`src/rtl/alu_sequencer.sv`:
```
// alu_sequencer: fetch/execute control sequencer for a single-bus datapath.
// One Start request runs T0..T5 (fetch, decode, register-register ALU op,
// write-back) and finishes with a one-cycle Done pulse. Instructions whose
// opcode lies outside [ALU_OP_MIN, ALU_OP_MAX], or whose register fields
// name a register that does not exist, abort in T3 and set the sticky
// Illegal flag instead.
// Optional build macro SEQ_MEM_WAIT_EN adds a Mem_ready input; T1 then holds
// its strobes until memory reports ready.
module alu_sequencer #(
  parameter int unsigned NUM_REGS   = 16,
  parameter int unsigned ALU_OP_MIN = 3,
  parameter int unsigned ALU_OP_MAX = 12
) (
  input  logic                Clock,
  input  logic                Clear,
  input  logic                Start,
`ifdef SEQ_MEM_WAIT_EN
  input  logic                Mem_ready,
`endif
  input  logic [31:0]         IR,
  output logic                PCout,
  output logic                Zlowout,
  output logic                MDRout,
  output logic                MARin,
  output logic                Zin,
  output logic                PCin,
  output logic                MDRin,
  output logic                IRin,
  output logic                Yin,
  output logic                IncPC,
  output logic                Read,
  output logic [NUM_REGS-1:0] Rout,
  output logic [NUM_REGS-1:0] Rin,
  output logic [4:0]          Alu_op,
  output logic                Busy,
  output logic                Done,
  output logic                Illegal
);

  typedef enum logic [2:0] {
    S_IDLE,
    S_T0,
    S_T1,
    S_T2,
    S_T3,
    S_T4,
    S_T5,
    S_DONE
  } state_e;

  state_e state_q, state_d;
  logic   illegal_q, illegal_d;

  logic [4:0] opcode;
  logic [3:0] ra, rb, rc;
  logic       legal;
  logic       unused_ir;

  assign opcode    = IR[31:27];
  assign ra        = IR[26:23];
  assign rb        = IR[22:19];
  assign rc        = IR[18:15];
  assign unused_ir = ^IR[14:0];

  // Register index to one-hot select; indices beyond NUM_REGS give no select.
  function automatic logic [NUM_REGS-1:0] reg_sel(input logic [3:0] idx);
    logic [NUM_REGS-1:0] sel;
    sel = '0;
    for (int unsigned i = 0; i < NUM_REGS; i++) begin
      sel[i] = (idx == 4'(i));
    end
    return sel;
  endfunction

  // Executability of the instruction currently held in IR.
  always_comb begin
    legal = (32'(opcode) >= ALU_OP_MIN) && (32'(opcode) <= ALU_OP_MAX) &&
            (32'(ra) < NUM_REGS) && (32'(rb) < NUM_REGS) &&
            (32'(rc) < NUM_REGS);
  end

  // Next-state and sticky-flag logic.
  always_comb begin
    state_d   = state_q;
    illegal_d = illegal_q;
    case (state_q)
      S_IDLE: begin
        if (Start) begin
          state_d   = S_T0;
          illegal_d = 1'b0;
        end
      end
      S_T0: state_d = S_T1;
      S_T1: begin
`ifdef SEQ_MEM_WAIT_EN
        if (Mem_ready) begin
          state_d = S_T2;
        end
`else
        state_d = S_T2;
`endif
      end
      S_T2: state_d = S_T3;
      S_T3: begin
        if (legal) begin
          state_d = S_T4;
        end else begin
          state_d   = S_IDLE;
          illegal_d = 1'b1;
        end
      end
      S_T4:    state_d = S_T5;
      S_T5:    state_d = S_DONE;
      S_DONE:  state_d = S_IDLE;
      default: state_d = S_IDLE;
    endcase
  end

  // State and Illegal flag registers; Clear aborts any sequence at once.
  always_ff @(posedge Clock or posedge Clear) begin
    if (Clear) begin
      state_q   <= S_IDLE;
      illegal_q <= 1'b0;
    end else begin
      state_q   <= state_d;
      illegal_q <= illegal_d;
    end
  end

  // Moore output decode from present state and IR fields.
  always_comb begin
    PCout   = 1'b0;
    Zlowout = 1'b0;
    MDRout  = 1'b0;
    MARin   = 1'b0;
    Zin     = 1'b0;
    PCin    = 1'b0;
    MDRin   = 1'b0;
    IRin    = 1'b0;
    Yin     = 1'b0;
    IncPC   = 1'b0;
    Read    = 1'b0;
    Rout    = '0;
    Rin     = '0;
    Alu_op  = '0;
    case (state_q)
      S_T0: begin
        PCout = 1'b1;
        MARin = 1'b1;
        IncPC = 1'b1;
        Zin   = 1'b1;
      end
      S_T1: begin
        Zlowout = 1'b1;
        PCin    = 1'b1;
        Read    = 1'b1;
        MDRin   = 1'b1;
      end
      S_T2: begin
        MDRout = 1'b1;
        IRin   = 1'b1;
      end
      S_T3: begin
        if (legal) begin
          Rout = reg_sel(rb);
          Yin  = 1'b1;
        end
      end
      S_T4: begin
        Rout   = reg_sel(rc);
        Zin    = 1'b1;
        Alu_op = opcode;
      end
      S_T5: begin
        Zlowout = 1'b1;
        Rin     = reg_sel(ra);
      end
      default: ;
    endcase
  end

  // Status outputs.
  always_comb begin
    Busy    = (state_q != S_IDLE) && (state_q != S_DONE);
    Done    = (state_q == S_DONE);
    Illegal = illegal_q;
  end

endmodule

```
`config.mk`:
```
export PLATFORM = sky130hd
export DESIGN_NAME = alu_sequencer
export DESIGN_NICKNAME = d
export VERILOG_FILES = /design/src/rtl/alu_sequencer.sv
export SDC_FILE = /design/constraint.sdc
export NUM_CORES = 1
export LEC_CHECK = 0
export ABC_AREA = 1
export ABC_CLOCK_PERIOD_IN_PS = 1500
export BUFFER_PORTS_ARGS = -buffer_cell sky130_fd_sc_hd__buf_4
export CAP_MARGIN = 10
export CORE_MARGIN = 5
export CORE_UTILIZATION = 29
export DETAILED_ROUTE_END_ITERATION = 8
export PLACE_DENSITY = 0.66
export SYNTH_ARGS = -nofsm -noshare
export SYNTH_HDL_FRONTEND = slang
export SYNTH_SLANG_ARGS = --single-unit
```
`constraint.sdc`:
```
create_clock -name Clock -period 1.5 [get_ports Clock]
set_clock_uncertainty 0.1 [all_clocks]
set_input_delay 0.15 -clock Clock [delete_from_list [all_inputs] [get_ports Clock]]
set_output_delay 0.15 -clock Clock [all_outputs]
set_load 0.02 [all_outputs]
```
# Word-level counts from Yosys, hierarchy flattened
# Index checks and enable logic that the tools add are counted.
totals:
  rom_bits: 0
  reg_bits: 4
  ram_bits: 0
  n_memories: 0
  latch_bits: 0
  in_bits: 35
op_classes:
  mux: 17
  n_shift: 0
  multipliers: 0
  eq_ne: 55
  n_bitwise: 0
  div_mod_pow: 0
  add_sub_neg: 0
  order_cmp: 2
  n_reduce_logical: 11
op_table:
  columns: ["op", "n"]
  rows:
  - ["== test 4 bit, second input constant", 24]
  - ["== test 4 x 3 -> 1 bit, second input constant", 12]
  - ["2-to-1 mux 16 bit", 2]
  - ["case mux 16 bit (2 select lines)", 1]
  - ["== test 4 x 2 -> 1 bit, second input constant", 6]
  - ["case mux 3 bit (8 select lines)", 1]
  - ["== test 3 bit, second input constant", 4]
  - ["== test 4 x 1 -> 1 bit, second input constant", 3]
  - ["logical NOT 4 bit", 3]
  - ["2-to-1 mux 1 bit", 9]
  - ["== test 3 x 2 -> 1 bit, second input constant", 2]
  - ["2-to-1 mux 3 bit", 2]
  - ["greater-or-equal comparator 5 x 2 -> 1 bit, second input constant", 1]
  - ["<= comparator 5 x 4 -> 1 bit, second input constant", 1]
  - ["2-to-1 mux 5 bit", 1]
  - ["!= test 2 bit, second input constant", 2]
  - ["OR reduction 2 bit", 2]
  - ["== test 3 x 1 -> 1 bit, second input constant", 1]
  - ["logical NOT 3 bit", 1]
  - ["!= test 3 bit, second input constant", 1]
  - ["AND reduction 3 bit", 1]
  - ["nonzero test 3 bit", 1]
  - ["logical AND 1 bit", 2]
  - ["case mux 1 bit (2 select lines)", 1]
  - ["nonzero test 2 bit", 1]

# Longest topological paths before layout
# Gate-level depths: netlist (run 1).
depth:
  depth_word: 4
  ltp_mapped: 8
  depth_no_buf: 8

# Worst setup path after synthesis (run 1)
# No wires, ideal clock.
synth_path:
  kind: "reg-to-output"
  startpoint: "register state_q[0]"
  endpoint: "output port MARin"
  arrival_ps: 1547
  setup_slack_ps: -297
  stages_incl_launch_ff: 7
  path_cell_list: "dfrtp_1 -> buf_2 -> inv_1 -> nor2_1 -> inv_1 -> nor2_1 -> buf_4"
synth_via:
  elab_chain_len: 2
synth_lines:
  columns: ["item", "line_no", "text"]
  rows:
  - ["from (decl)", "51", "state_e state_q, state_d;"]
  - ["from (signal assigned)", "125", "state_q <= state_d;"]
  - ["== test 3 x 1 -> 1 bit", null, null]
  - ["2-to-1 mux 1 bit", null, null]
  - ["to (decl)", "24", "output logic MARin,"]
# No other way between the ends.

# Final worst setup path (run 1)
layout_path:
  startpoint: "register state_q[0]"
  endpoint: "output port Rout[12]"
layout_via:
  elab_chain_len: 2
  word_cells_on_any_way: 3
layout_lines:
  columns: ["item", "line_no", "text"]
  rows:
  - ["== test 3 bit", "146", "case (state_q)"]
  - ["case mux 16 bit (2 select lines) *", "146", null]
  - ["to (decl)", "32", "output logic [NUM_REGS-1:0] Rout,"]
# Every way passes the cells marked *; elsewhere a longest branch is shown, timed or not.

==> impl_metrics.ini, run 1 <==
[setup_path]
crit_start = state_q[0]
crit_path_end_kind = primary output
r2r_start = state_q[2]
worstPathRequired_ns = 1.25
slowest_delay_ns = 0.43
slowest_stage = dfrtp_2
worstPathMaxFanout = 3
path_cells = nor2_2, nand2_2, nor2_4, nand3_1, a21oi_2, buf_4
cp.arrival_ns = 1.47
critical_path.top_delay_family = simple AND/OR/NAND/NOR gates
cp_num_buf_inv = 1
critical_path_class = flop to primary output
critPathLaunchType = flop

[floorplanning]
dieWidth_um = 66.5
dieHeight_um = 66.5
io_pins = 86
start_util_pct = 30.3
coreArea_um2 = 3050
die_area_um2 = 4420
rows = 20

[sta]
setup_viol = 46
min_period_over_period_pct = 115
slew_headroom_pct = 73.2
holdWs_ns = 0.111
rsz0062_at_grt = yes
drv_slew = 0
layout_min_cycle_time_ns = 1.72
setup_tns_ns = -6.22
worst_pin_slew_ns = 0.398
fmax_mhz = 581
finalHoldViolCount = 0
fin_ws_ns = -0.221

[clock_tree]
cts.clk_slew.worst_paths_ns = 0.04
tritoncts = done
cts_sinks = 4
clkLatencyLatePin_ns = 0.24
clock-root-buffer = clkbuf_4
htreeDepth = 1
cts_buffer_depth = 2
numCtsBuffers = 3

[power_and_ir_drop]
ir_drop_v = 0.000370
p_clk_share_pct = 6.0
leakage_nw = 1.03
seqPwrFrac_pct = 9.9
internal-power_w = 0.00110
switching_power_w = 0.00118
power_density_nw_per_um2 = 1050
p_sw_share_pct = 52.0
combPwrFrac_pct = 84.2

[logic_synthesis]
yosys_warnings = 0
synthesis.nets = 222
ys_seq_elements = 4
syn_avg_cell_area_um2 = 4.94
synth_seq_area_share_pct = 10.8
netlist_instances = 187
synth_cell_type_count = 19
netlist_area_um2 = 925

[hold_path]
hold_start = Start
hold_path_class = input port to flop

[layout]
num_antenna_cells = 0
drive_above_1_share_pct = 59.8
syn_to_final_growth_pct = 136
nNetsFinal = 313
final_cell_mix = buf_6, buf_4, nand2_1
final_common_cell = buf_6

[placement]
gp_congestion = 0.931
place_hpwl_mm = 2.80
io_buffer_count = 70

[drt]
viasPerCell = 4.59
via_count = 1470
wl_mm = 4.04
wl_per_cell_um = 12.6
first_pass_iters = 4
drc = 0
ant_nets = 0
drtIter0Drc = 26

[status]
outcome = finished, violations left
violations = setup timing

[job]
drv_cap = 0

[global_route]
grt_max_degree = 9
grt_pass1_vias = 1353
antenna_found_initial = 0
grt_pass1_wl_mm = 5.91
grt_overflow = 0
track_usage_pct = 16.8
-- final cells by class --
type	instances	area (um^2)
timing repair inverter	1	6.26
sequential	4	103
inverter	31	131
clock buffer	3	22.5
fill	255	873
timing repair buffer	92	877
multi-input combinational	145	985
tap	44	55.1
-- cell usage after synthesis --
| cell | number | share of area, % |
|---|---|---|
| nor2_1 | 51 | 21 |
| nand2_1 | 48 | 19 |
| inv_1 | 28 | 11 |
| nand3_1 | 21 | 11 |
| o21ai_2 | 7 | 6.6 |
| buf_4 | 5 | 4.1 |
| dfrtp_1 | 4 | 11 |
| inv_2 | 3 | 1.2 |
| nand2_2 | 3 | 2.0 |
| nor2_2 | 3 | 2.0 |
| o21ai_0 | 3 | 1.6 |
| a21oi_1 | 2 | 1.1 |
| buf_6 | 2 | 2.4 |
| nor3_1 | 2 | 1.1 |
| a21oi_2 | 1 | 0.95 |
| buf_2 | 1 | 0.54 |
| nand4_1 | 1 | 0.68 |
| nor2_4 | 1 | 1.2 |
| nor4_1 | 1 | 0.68 |
-- cell families (layout without fill, tap and decap cells) --
kind of cell / Yosys count / after routing / synth area share, %
AO/OA/AOI/OAI: 13 / 13 / 10.3
buffers and inverters: 39 / 127 / 19.6
flip-flops: 4 / 4 / 10.8
AND/OR/NAND/NOR: 131 / 132 / 59.3
-- sequential cells by signal, indices dropped and copies added (netlist names) --
name / cells
state_q: 3
Illegal: 1
-- tightest hold or removal path, stage by stage --
cell and delay, ns:
buf_4 0.09, nor4_1 0.05, a21oi_2 0.11
-- stage by stage --
stage / power (W) / setup WS, ns / instance area [um^2] / std cells / util (%)
floorplan: 0.00104 / -0.100 / 1000 / 187 / -
global placement: 0.00151 / -0.0468 / 1600 / 304 / 52.4
detailed placement: 0.00152 / -0.0789 / 1600 / 304 / 52.4
CTS: 0.00209 / -0.189 / 1960 / 318 / 64.1
global route: 0.00243 / -0.330 / 2180 / 320 / 71.4
finish: 0.00228 / -0.221 / 2180 / 320 / 71.4
-- power by group through the flow --
stage	combinational (W)	sequential, W	clock (W)
floorplan	0.000812	0.000226	0
finish	0.00192	0.000225	0.000136
CTS	0.00175	0.000208	0.000139
global route	0.00204	0.000233	0.000149
global placement	0.00130	0.000209	0
detailed placement	0.00131	0.000209	0
-- final timing paths --
check / to / slack, ns / depth (start not counted)
hold reg to reg: Illegal / 0.38 / 2
setup / recovery: Rout[12] / -0.22 / 6
max in group asynchronous: state_q[1] / 0.89 / 3
hold / removal: state_q[0] / 0.11 / 3
setup reg to reg: state_q[2] / -0.15 / 8
min in group asynchronous: Illegal / 0.25 / 3
-- routing by layer --
| metal | GRT usage [%] | wire length [um] | vias up |
|---|---|---|---|
| met3 | 2.70 | 232 | 8 |
| met1 | 19.7 | 1510 | 662 |
| met4 | 4.57 | 76 | 0 |
| li1 | - | - | 752 |
| met2 | 31.1 | 2220 | 48 |
| met5 | 0 | 0 | - |
-- repair_timing --
action                                 CTS  global route
endpoints found under the hold margin    4             0
setup endpoints to repair               46            52
pin swaps                               11            14
setup buffers                            9             3
hold buffers                             1             0
resized for setup                       72            57
gates cloned                             2             0
Note: power is estimated with default switching activity, not from simulation.
==> run 2: changes to the inputs <==
ABC_CLOCK_PERIOD_IN_PS = 1400   (was 1500)
CAP_MARGIN = default   (was 10)
PLACE_DENSITY = 0.68   (was 0.66)
clock period = 1.4 ns   (was 1.5 ns; I/O delays follow)
==> run 2 against run 1 <==
  * Final cell count up 1.3%
  * Global-route usage increased by 1.1 points
  * Combinational power up 23%
  * Design area is 3.6% higher
  * The flow still finishes with violations (setup timing)
  * Worst hold slack got worse by 0.013 ns
  * First-iteration DRC count rose to 4.3 times the previous value
  * Routed wire length up 11%
==> impl_metrics.ini, run 2 (synthesized netlist as in run 1, its figures left out) <==
[drt]
drtIter0Drc = 111
viasPerCell = 4.72
wl_mm = 4.50
first_pass_iters = 4
via_count = 1528
ant_nets = 0
drc = 0
wl_per_cell_um = 13.9

[sta]
slew_headroom_pct = 68.6
drv_slew = 0
worst_pin_slew_ns = 0.466
setup_viol = 53
min_period_over_period_pct = 128
fmax_mhz = 559
finalHoldViolCount = 0
layout_min_cycle_time_ns = 1.79
rsz0062_at_grt = yes
fin_ws_ns = -0.388

[layout]
nNetsFinal = 316
final_cell_mix = buf_4, buf_6, nand2_1
syn_to_final_growth_pct = 144
num_antenna_cells = 0
largest_register_ffs = 3
stdcell_count = 324
nFillCells = 251
drive_above_1_share_pct = 57.5
top_register = state_q

[setup_path]
critPathCapture = Rin[7]
rr_endpoint = state_q[0]
crit_path_end_kind = primary output
worstPathMaxFanout = 4
r2r_start = state_q[0]
critPathLaunchType = flop
crit_start = state_q[0]
cp.arrival_ns = 1.55
critical_path_class = flop to primary output
worstPathRequired_ns = 1.16
rrSetupSlack_ns = -0.19
worst_r2r_path_depth = 5

[clock_tree]
cts.clk_slew.worst_paths_ns = 0.04
numCtsBuffers = 3
clkLatencyLatePin_ns = 0.24
cts_sinks = 4
cts_buffer_depth = 2
tritoncts = done
htreeDepth = 1
clock-root-buffer = clkbuf_4

[placement]
numPlacedInstances = 304
gp_congestion = 0.819
place_hpwl_mm = 2.83
post-place-ws_ns = -0.147
io_buffer_count = 70

[floorplanning]
start_util_pct = 30.3
io_pins = 86
rows = 20
coreArea_um2 = 3050
dieHeight_um = 66.5
dieWidth_um = 66.5
die_area_um2 = 4420

[global_route]
grt_overflow = 0
grt_pass1_vias = 1402
grt_pass1_wl_mm = 6.27
grt_max_degree = 17
antenna_found_initial = 0
track_usage_pct = 17.9

[status]
violations = setup timing
outcome = finished, violations left

[hold_path]
min_path_cells = 3
hold_path_class = input port to flop

[power_and_ir_drop]
leakage_nw = 1.06
ir_drop_v = 0.000625
power_density_nw_per_um2 = 1240

[job]
drv_cap = 0
## run 2: changes by cell type in the layout (fill, tap and decap cells not counted), sizes merged
cell	change
clkbuf	+1
nand2	-1
inv	-2
clkinv	+1
buf	+5
## run 2: per-stage QoR
step	TNS [ns]	hold WS [ns]	total power (W)	cell area (um^2)	utilization, %
floorplan	-0.948	-0.194	0.00125	1180	-
global placement	-3.12	-0.0634	0.00176	1770	58.1
detailed placement	-3.35	-0.0576	0.00176	1770	58.1
CTS	-11.07	0.0607	0.00228	2080	68.2
global route	-17.18	0.125	0.00293	2260	74.0
finish	-14.89	0.0979	0.00280	2260	74.0
## run 2: power breakdown
part / internal, W / leakage, nW / total (W) / switching, W
logic: 0.00111 / 0.999 / 0.00237 / 0.00126
registers: 0.000176 / 0.0481 / 0.000252 / 0.0000755
clock network: 0.000108 / 0.0150 / 0.000172 / 0.0000639
## run 2: worst min-delay path by stage
stage,from,end
after floorplan,Clear,Illegal
after global placement,Clear,state_q[0]
after detailed placement,Clear,state_q[0]
after CTS,Start,state_q[0]
after global routing,Start,state_q[0]
final,Start,state_q[0]
## run 2: critical path, cell delays in order, from the launching register on
cell      delay, ns
dfrtp_1        0.44
buf_6          0.17
nor2_4         0.11
nand2_2        0.08
clkinv_4       0.09
buf_12         0.11
nand2_8        0.06
nor2_4         0.11
buf_6          0.13
## run 2: layout make-up
type / count / area, um^2 / area share [%]
multi-input cells: 144 / 990 / 43.8
repair buffers: 97 / 953 / 42.2
inverters: 31 / 131 / 5.82
flip-flops and latches: 4 / 103 / 4.54
well taps: 44 / 55.1 / 2.44
clock buffers: 4 / 26.3 / 1.16
## run 2: timing repair
action | 4_1_cts | 5_1_grt
setup buffers | 5 | 11
pin swaps | 11 | 7
hold buffers | 1 | 0
setup endpoints to repair | 50 | 52
gates resized for setup | 66 | 16
endpoints found under the hold margin | 4 | 0
## run 2: routing by layer
metal	part of all wire, %	GRT usage, %	vias to the layer above	wire length (um)
met3	7.0	2.87	12	315
met2	52	29.9	72	2360
met1	38	22.8	690	1690
met4	3.1	6.85	0	139
met5	0	0	-	0
li1	-	-	754	-
